[src/rtl/uart_tx_ctrl_if.sv]
// Bundle of upstream request, serializer handshake and line-side signals for
// the UART transmit frame sequencer. The master side is the environment
// (upstream requester plus serializer); the slave side is uart_tx_ctrl.
interface uart_tx_ctrl_if #(
  parameter int DATA_W = 8
);
  logic [DATA_W-1:0] P_DATA;
  logic              Data_Valid;
  logic              PAR_EN;
  logic              PAR_TYP;
  logic              ser_done;
  logic              ser_data;
  logic              ser_load;
  logic [DATA_W-1:0] ser_pdata;
  logic              ser_en;
  logic              TX_OUT;
  logic              Busy;
  logic              ser_err;
  logic              Hold_Full;

  modport master (
    output P_DATA, Data_Valid, PAR_EN, PAR_TYP, ser_done, ser_data,
    input  ser_load, ser_pdata, ser_en, TX_OUT, Busy, ser_err, Hold_Full
  );

  modport slave (
    input  P_DATA, Data_Valid, PAR_EN, PAR_TYP, ser_done, ser_data,
    output ser_load, ser_pdata, ser_en, TX_OUT, Busy, ser_err, Hold_Full
  );
endinterface

[src/rtl/uart_tx_ctrl.sv]
// UART transmit frame sequencer: start / DATA_W data bits / optional parity /
// STOP_BITS stop bits, one bit per CLK. Drives load/shift controls of an
// LSB-first serializer and flags (sticky) a ser_done seen on the wrong cycle.
// Optional one-entry holding buffer enabled by defining UART_TX_HOLD_BUF_EN.
module uart_tx_ctrl #(
  parameter int DATA_W    = 8,
  parameter int STOP_BITS = 1
) (
  input  logic           CLK,
  input  logic           RST,
  uart_tx_ctrl_if.slave  bus
);
  localparam int CNT_W = (DATA_W > 1) ? $clog2(DATA_W) : 1;
  localparam logic [CNT_W-1:0] LAST_DATA = CNT_W'(DATA_W - 1);
  localparam logic [CNT_W-1:0] LAST_STOP = CNT_W'(STOP_BITS - 1);

  typedef enum logic [2:0] {S_IDLE, S_START, S_DATA, S_PARITY, S_STOP} state_t;

  state_t            state_q, state_d;
  logic [CNT_W-1:0]  cnt_q, cnt_d;
  logic [DATA_W-1:0] data_q, data_d;
  logic              par_en_q, par_en_d;
  logic              par_typ_q, par_typ_d;
  logic              err_q, err_d;
  logic              last_stop;
  logic              busy;
  logic              accept_direct;
  logic              take_next;

`ifdef UART_TX_HOLD_BUF_EN
  logic              hold_full_q, hold_full_d;
  logic [DATA_W-1:0] hold_data_q, hold_data_d;
  logic              hold_pe_q, hold_pe_d;
  logic              hold_pt_q, hold_pt_d;
`endif

  function automatic logic parity_bit(input logic [DATA_W-1:0] d, input logic odd);
    return (^d) ^ odd;
  endfunction

  assign last_stop = (state_q == S_STOP) && (cnt_q == LAST_STOP);
  assign busy      = (state_q != S_IDLE) && !last_stop;

`ifdef UART_TX_HOLD_BUF_EN
  // A buffered request has priority over a new one on the final stop cycle.
  assign accept_direct = bus.Data_Valid && ((state_q == S_IDLE) || (last_stop && !hold_full_q));
  assign take_next     = hold_full_q || bus.Data_Valid;
`else
  assign accept_direct = bus.Data_Valid && ((state_q == S_IDLE) || last_stop);
  assign take_next     = bus.Data_Valid;
`endif

  // State register and all flops; async reset aborts any frame in progress.
  always_ff @(posedge CLK or posedge RST) begin
    if (RST) begin
      state_q     <= S_IDLE;
      cnt_q       <= '0;
      data_q      <= '0;
      par_en_q    <= 1'b0;
      par_typ_q   <= 1'b0;
      err_q       <= 1'b0;
`ifdef UART_TX_HOLD_BUF_EN
      hold_full_q <= 1'b0;
      hold_data_q <= '0;
      hold_pe_q   <= 1'b0;
      hold_pt_q   <= 1'b0;
`endif
    end else begin
      state_q     <= state_d;
      cnt_q       <= cnt_d;
      data_q      <= data_d;
      par_en_q    <= par_en_d;
      par_typ_q   <= par_typ_d;
      err_q       <= err_d;
`ifdef UART_TX_HOLD_BUF_EN
      hold_full_q <= hold_full_d;
      hold_data_q <= hold_data_d;
      hold_pe_q   <= hold_pe_d;
      hold_pt_q   <= hold_pt_d;
`endif
    end
  end

  // Next-state and bit counter; DATA length is set by the counter only.
  always_comb begin
    state_d = state_q;
    cnt_d   = cnt_q;
    unique case (state_q)
      S_IDLE:   if (bus.Data_Valid) state_d = S_START;
      S_START: begin
        state_d = S_DATA;
        cnt_d   = '0;
      end
      S_DATA: begin
        if (cnt_q == LAST_DATA) begin
          cnt_d   = '0;
          state_d = par_en_q ? S_PARITY : S_STOP;
        end else begin
          cnt_d = cnt_q + CNT_W'(1);
        end
      end
      S_PARITY: begin
        state_d = S_STOP;
        cnt_d   = '0;
      end
      S_STOP: begin
        if (cnt_q == LAST_STOP) begin
          cnt_d   = '0;
          state_d = take_next ? S_START : S_IDLE;
        end else begin
          cnt_d = cnt_q + CNT_W'(1);
        end
      end
      default: begin
        state_d = S_IDLE;
        cnt_d   = '0;
      end
    endcase
  end

  // Request capture (frame registers, holding buffer) and sticky ser_done check.
  always_comb begin
    data_d    = data_q;
    par_en_d  = par_en_q;
    par_typ_d = par_typ_q;
    err_d     = err_q;
    if (state_q == S_DATA) begin
      if (cnt_q == LAST_DATA) err_d = err_q | ~bus.ser_done;
      else                    err_d = err_q | bus.ser_done;
    end
`ifdef UART_TX_HOLD_BUF_EN
    hold_full_d = hold_full_q;
    hold_data_d = hold_data_q;
    hold_pe_d   = hold_pe_q;
    hold_pt_d   = hold_pt_q;
    if (last_stop && hold_full_q) begin
      data_d      = hold_data_q;
      par_en_d    = hold_pe_q;
      par_typ_d   = hold_pt_q;
      hold_full_d = bus.Data_Valid;
      if (bus.Data_Valid) begin
        hold_data_d = bus.P_DATA;
        hold_pe_d   = bus.PAR_EN;
        hold_pt_d   = bus.PAR_TYP;
      end
    end else if (accept_direct) begin
      data_d    = bus.P_DATA;
      par_en_d  = bus.PAR_EN;
      par_typ_d = bus.PAR_TYP;
    end else if (busy && !hold_full_q && bus.Data_Valid) begin
      hold_full_d = 1'b1;
      hold_data_d = bus.P_DATA;
      hold_pe_d   = bus.PAR_EN;
      hold_pt_d   = bus.PAR_TYP;
    end
`else
    if (accept_direct) begin
      data_d    = bus.P_DATA;
      par_en_d  = bus.PAR_EN;
      par_typ_d = bus.PAR_TYP;
    end
`endif
  end

  // Moore outputs decoded from the current state.
  always_comb begin
    bus.TX_OUT   = 1'b1;
    bus.Busy     = busy;
    bus.ser_load = 1'b0;
    bus.ser_en   = 1'b0;
    unique case (state_q)
      S_START: begin
        bus.TX_OUT   = 1'b0;
        bus.ser_load = 1'b1;
      end
      S_DATA: begin
        bus.TX_OUT = bus.ser_data;
        bus.ser_en = 1'b1;
      end
      S_PARITY: bus.TX_OUT = parity_bit(data_q, par_typ_q);
      default:  bus.TX_OUT = 1'b1;
    endcase
    bus.ser_pdata = data_q;
    bus.ser_err   = err_q;
`ifdef UART_TX_HOLD_BUF_EN
    bus.Hold_Full = hold_full_q;
`else
    bus.Hold_Full = 1'b0;
`endif
  end
endmodule

[src/flat_wrapper.sv]
// flat-port wrapper written by rule: the top's interface ports become plain ports
module uart_tx_ctrl_flat 
#(
  parameter int DATA_W    = 8,
  parameter int STOP_BITS = 1
)
  (CLK, RST, bus_P_DATA, bus_Data_Valid, bus_PAR_EN, bus_PAR_TYP, bus_ser_done, bus_ser_data, bus_ser_load, bus_ser_pdata, bus_ser_en, bus_TX_OUT, bus_Busy, bus_ser_err, bus_Hold_Full);
  uart_tx_ctrl_if #(.DATA_W(DATA_W)) bus_i ();
  input  logic CLK;
  input  logic RST;
  input wire logic [$bits(bus_i.P_DATA)-1:0] bus_P_DATA;
  input wire logic [$bits(bus_i.Data_Valid)-1:0] bus_Data_Valid;
  input wire logic [$bits(bus_i.PAR_EN)-1:0] bus_PAR_EN;
  input wire logic [$bits(bus_i.PAR_TYP)-1:0] bus_PAR_TYP;
  input wire logic [$bits(bus_i.ser_done)-1:0] bus_ser_done;
  input wire logic [$bits(bus_i.ser_data)-1:0] bus_ser_data;
  output wire logic [$bits(bus_i.ser_load)-1:0] bus_ser_load;
  output wire logic [$bits(bus_i.ser_pdata)-1:0] bus_ser_pdata;
  output wire logic [$bits(bus_i.ser_en)-1:0] bus_ser_en;
  output wire logic [$bits(bus_i.TX_OUT)-1:0] bus_TX_OUT;
  output wire logic [$bits(bus_i.Busy)-1:0] bus_Busy;
  output wire logic [$bits(bus_i.ser_err)-1:0] bus_ser_err;
  output wire logic [$bits(bus_i.Hold_Full)-1:0] bus_Hold_Full;
  assign bus_i.P_DATA = bus_P_DATA;
  assign bus_i.Data_Valid = bus_Data_Valid;
  assign bus_i.PAR_EN = bus_PAR_EN;
  assign bus_i.PAR_TYP = bus_PAR_TYP;
  assign bus_i.ser_done = bus_ser_done;
  assign bus_i.ser_data = bus_ser_data;
  assign bus_ser_load = bus_i.ser_load;
  assign bus_ser_pdata = bus_i.ser_pdata;
  assign bus_ser_en = bus_i.ser_en;
  assign bus_TX_OUT = bus_i.TX_OUT;
  assign bus_Busy = bus_i.Busy;
  assign bus_ser_err = bus_i.ser_err;
  assign bus_Hold_Full = bus_i.Hold_Full;
  uart_tx_ctrl #(.DATA_W(DATA_W), .STOP_BITS(STOP_BITS)) u_core (.CLK(CLK), .RST(RST), .bus(bus_i));
endmodule
[config.mk]
export PLATFORM = sky130hd
export DESIGN_NAME = uart_tx_ctrl_flat
export DESIGN_NICKNAME = d
export VERILOG_FILES = /design/src/rtl/uart_tx_ctrl_if.sv /design/src/rtl/uart_tx_ctrl.sv /design/src/flat_wrapper.sv
export SDC_FILE = /design/constraint.sdc
export NUM_CORES = 1
export LEC_CHECK = 0
export BUFFER_PORTS_ARGS = -buffer_cell sky130_fd_sc_hd__buf_2
export CAP_MARGIN = 20
export CORE_ASPECT_RATIO = 0.7
export CORE_UTILIZATION = 25
export CTS_CLUSTER_DIAMETER = 150
export CTS_CLUSTER_SIZE = 10
export DETAILED_ROUTE_END_ITERATION = 12
export GPL_TIMING_DRIVEN = 0
export PLACE_DENSITY = 0.53
export SLEW_MARGIN = 20
export SYNTH_ARGS = -nofsm -noshare
export SYNTH_HDL_FRONTEND = slang
export SYNTH_SLANG_ARGS = --single-unit
[constraint.sdc]
create_clock -name CLK -period 2.9 [get_ports CLK]
set_clock_uncertainty 0.05 [all_clocks]
set_input_delay 0.58 -clock CLK [delete_from_list [all_inputs] [get_ports CLK]]
set_output_delay 0.58 -clock CLK [all_outputs]
set_load 0.03 [all_outputs]
Word-level counts from Yosys, hierarchy flattened
Index checks and enable logic that the tools add are counted.
{"block": "totals", "reg_bits": 17, "inputBits": 15, "word_cells": 42}
{"block": "op_classes", "addsub": 1, "n_eq_ne": 8, "mux": 13, "bitwise_logic": 4, "reduce_logical": 10}
{"cell": "two-way mux 3 bit", "count": 6}
{"cell": "one-hot mux 3 bit (5 select lines)", "count": 1}
{"cell": "one-hot mux 3 bit (3 select lines)", "count": 1}
{"cell": "XOR reduction 8 bit", "count": 1}
{"cell": "== test 3 x 2 -> 1 bit (second input constant)", "count": 2}
{"cell": "== test 3 bit (second input constant)", "count": 2}
{"cell": "logical NOT 3 bit", "count": 2}
{"cell": "two-way mux 1 bit", "count": 4}
{"cell": "inequality test 2 bit (second input constant)", "count": 2}
{"cell": "adder 3 x 1 -> 3 bit (second input constant)", "count": 1}
{"cell": "== test 3 x 1 -> 1 bit (second input constant)", "count": 1}
{"cell": "logical AND 1 bit", "count": 3}
{"cell": "one-hot mux 1 bit (3 select lines)", "count": 1}
{"cell": "AND reduction 3 bit", "count": 1}
{"cell": "nonzero test 3 bit", "count": 1}
{"cell": "inequality test 2 x 1 -> 1 bit (second input constant)", "count": 1}
{"cell": "bitwise OR 1 bit", "count": 2}
{"cell": "logical NOT 1 bit", "count": 1}
{"cell": "logical OR 1 bit", "count": 1}
{"cell": "NOT 1 bit", "count": 1}
{"cell": "XOR 1 bit", "count": 1}

Logic depth before layout (Yosys ltp)
{"block": "logic_depth", "depth_word": 4, "depth_mapped": 7}

Least setup slack after synthesis
OpenSTA, ideal clock, no wires.
{"block": "synth_timing", "path_kind": "register -> output", "from": "reg u_core.data_q[6], in the netlist u_core.bus.ser_pdata[6]", "to": "out bus_TX_OUT", "arrival_ps": 1638, "required_time_ps": 2270, "setup_slack_ps": 632, "stages_incl_launch_ff": 4, "path_buffers": 0, "path_cell_list": "dfrtp_1 -> xor2_1 -> xnor3_1 -> o211ai_1"}
{"block": "synth_between", "elab_chain_cells": 3}
{"item": "start: declaration", "line": "uart_tx_ctrl.sv:21", "rtl": "logic [DATA_W-1:0] data_q, data_d;"}
{"item": "start signal: assignment", "line": "uart_tx_ctrl.sv:71", "rtl": "data_q <= data_d;"}
{"item": "XOR reduction 8 bit", "line": "uart_tx_ctrl.sv:38", "rtl": "return (^d) ^ odd;"}
{"item": "XOR 1 bit", "line": "uart_tx_ctrl.sv:38"}
{"item": "one-hot mux 1 bit (3 select lines)", "line": "uart_tx_ctrl.sv:171", "rtl": "unique case (state_q)"}
{"item": "end: declaration", "line": "flat_wrapper.sv:20", "rtl": "output wire logic [$bits(bus_i.TX_OUT)-1:0] bus_TX_OUT;"}
Every way passes these cells.

Worst setup path after layout
{"block": "layout_timing", "from": "reg u_core.data_q[2], in the netlist u_core.bus.ser_pdata[2]", "to": "out bus_TX_OUT"}
The elaborated chain is that of the path after synthesis.

==> impl_metrics.tcl <==
set metrics [dict create \
    status "complete, no violations" \
    syn_area_um2 930 \
    vias 696 \
    grt_pass1_vias 678 \
    ir_drop_v 0.000456 \
    syn_avg_cell_area_um2 11.1 \
    core_mm2 0.00354 \
    synth_top_area_share_pct 45.8 \
    dp.cells 161 \
    antenna_found_initial 0 \
    fin_tns_setup_ns 0 \
    final_area_mm2 0.00117 \
    post-cts-setup-buffer-count 0 \
    slew_violations 0 \
    start_kind "register" \
    crit_required_ns 2.27 \
    yosysUniqueCellTypes 30 \
    fin_nets 134 \
    gp_congestion 0.745 \
    synth-seq-cells 17 \
    dieArea_mm2 0.00397 \
    gr-total-overflow 0 \
    crit_type "reg2out" \
    finalHoldViolCount 0 \
    fp.dieW_um 74.9 \
    ys_seq_area_share_pct 45.8 \
    hpwl_um 1460 \
    syn_inst 84 \
    wl_per_cell_um 11.4 \
    layout_min_cycle_time_ns 2.33 \
    wl_met3_um 166 \
    hp-class "in2async" \
    worstPathArrival_ns 1.70 \
    grt_pass1_wl_um 3050 \
    clock-root-buffer "clkbuf_8" \
    area_delta_synth_final_pct 26.1 \
    drtPass1Iterations 2 \
    reg2reg_depth 7 \
    setup_viol 0 \
    num_rows 18 \
    async_reset_ff_share_pct 100 \
    wl_met2_um 865 \
    cts_tree "built" \
    ant_nets 0 \
    worstMarginPinSlew_ns 0.686 \
    m1WireLength_um 849 \
    grt.total_usage_pct 10.9 \
    clk_pin_slew_worst_paths_ns 0.07 \
    fmax_ghz 0.430 \
    netlist_top_cells_count "dfrtp_1, mux2_2, nor2_1, inv_1" \
    synth_top_area_cell "dfrtp_1" \
    end_kind "output pin" \
    start_util_pct 26.3 \
    highest_layer "met3" \
    io_buffers 27 \
    post-synth-top-count-cell "dfrtp_1" \
    synthTopCellsByArea "dfrtp_1, mux2_2, ha_1, xor2_1, nor2_1" \
    synth_edf_count 0 \
    cts-htree-levels 1 \
    p_leak_nw 0.584 \
    fin_crit_sh_pct 80.2 \
    synth_warnings 0 \
    drive_above_1_share_pct 40.9 \
    cap_viol_max_count 0 \
    fin_cells 165 \
    grt_setup_unrepaired "false" \
    slew_headroom_pct 54.2 \
    clk_latency_ns 0.25 \
    cts_resized 0 \
    dpl_cell_area_mm2 0.00113 \
    dp_worst_setup_slack_ns 0.867 \
    die_h_um 53.0 \
    grt_max_degree 18 \
    drt_iter0_markers 23 \
    synth_fp_nets 102 \
    n_antenna_cell 0 \
    hold_buffers 0 \
    p_per_area_mw_per_mm2 1260 \
    synth_flop_cell "dfrtp_1" \
    viasPerCell 4.22 \
    route.detailed.drc 0 \
    final.setup.worst_slack_ns 0.575 \
    cp_max_fo 3 \
    clockBufferDepth 2 \
    ios 29 \
    routed_wl_um 1880 \
    numCtsBuffers 3 \
    clock-sinks 17 \
]
## cells in the final DEF (no fill, tap or decap), drive strengths merged
cell and n:
a21oi 4, nand2b 2, a31oi 1, xnor2 3
mux2 10, mux2i 2, xor2 4, nor2 9
inv 7, buf 31, a21o 1, o32a 1
nand4b 1, o32ai 1, o211ai 1, nand3 2
xnor3 1, a22oi 1, ha 3, and2 1
nor2b 2, conb 1, a2bb2oi 1, dfrtp 17
clkbuf 5, nand2 3
## metal layers
layer / up-vias / global-route usage, %
li1: 339 / -
met1: 336 / 12.4
met2: 21 / 18.5
met3: 0 / 6.10
met4: 0 / 0.943
met5: - / 0
## through the flow
stage / total power [mW] / utilization (%) / hold WS (ns)
floorplan: 1.11 / - / 0.451
global placement: 1.29 / 31.9 / 0.384
CTS: 1.50 / 33.2 / 0.401
global route: 1.59 / 33.2 / 0.417
detailed placement: 1.31 / 31.9 / 0.398
finish: 1.47 / 33.2 / 0.369
## state kept, by name, indices dropped and copies added, names as in the netlist
signal / cells
u_core.bus.ser_err: 1
u_core.bus.ser_pdata: 8
u_core.cnt_q: 3
u_core.par_en_q: 1
u_core.par_typ_q: 1
u_core.state_q: 3
## cell type report
cell class	count	area [µm²]
Sequential cell	17	425
Buffer	5	28.8
Fill cell	383	2360
Clock buffer	4	45.0
Tap cell	50	62.6
Inverter	7	26.3
Multi-Input combinational cell	55	449
Timing Repair Buffer	27	135
## where the power goes
group | internal (mW) | leakage (nW) | total (mW) | switching [mW]
logic | 0.379 | 0.356 | 0.865 | 0.486
registers | 0.342 | 0.205 | 0.429 | 0.0872
clock network | 0.0975 | 0.0228 | 0.180 | 0.0829
total | 0.818 | 0.584 | 1.47 | 0.656
## worst max-delay path, cell delays in order, from the launching register on
cell,delay [ns]
dfrtp_1,0.40
xnor2_1,0.25
xnor3_1,0.37
o211ai_1,0.19
buf_2,0.23
## kinds of logic (layout without fill, tap and decap cells)
family / count (synthesis) / after routing / synth area share [%]
AO/OA/AOI/OAI: 11 / 11 / 8.21
other: 1 / 1 / 0.403
adder cells (fa/ha/maj): 3 / 3 / 4.04
buffers and inverters: 12 / 43 / 5.92
XOR/XNOR: 8 / 8 / 9.02
multiplexers: 12 / 12 / 14.3
AND/OR/NAND/NOR: 20 / 20 / 12.4
flip-flops: 17 / 17 / 45.8
## path summary, 6_finish.rpt
kind,from,to,slack (ns)
max,u_core.bus.ser_pdata[2],bus_TX_OUT,0.57
min,RST,u_core.cnt_q[2],0.37
max reg2reg,u_core.cnt_q[0],u_core.bus.ser_pdata[0],1.25
min reg2reg,u_core.bus.ser_err,u_core.bus.ser_err,0.41
max in group asynchronous,RST,u_core.bus.ser_pdata[1],1.99
min in group CLK,u_core.bus.ser_err,u_core.bus.ser_err,0.41
(Power assumes the default switching activity.)
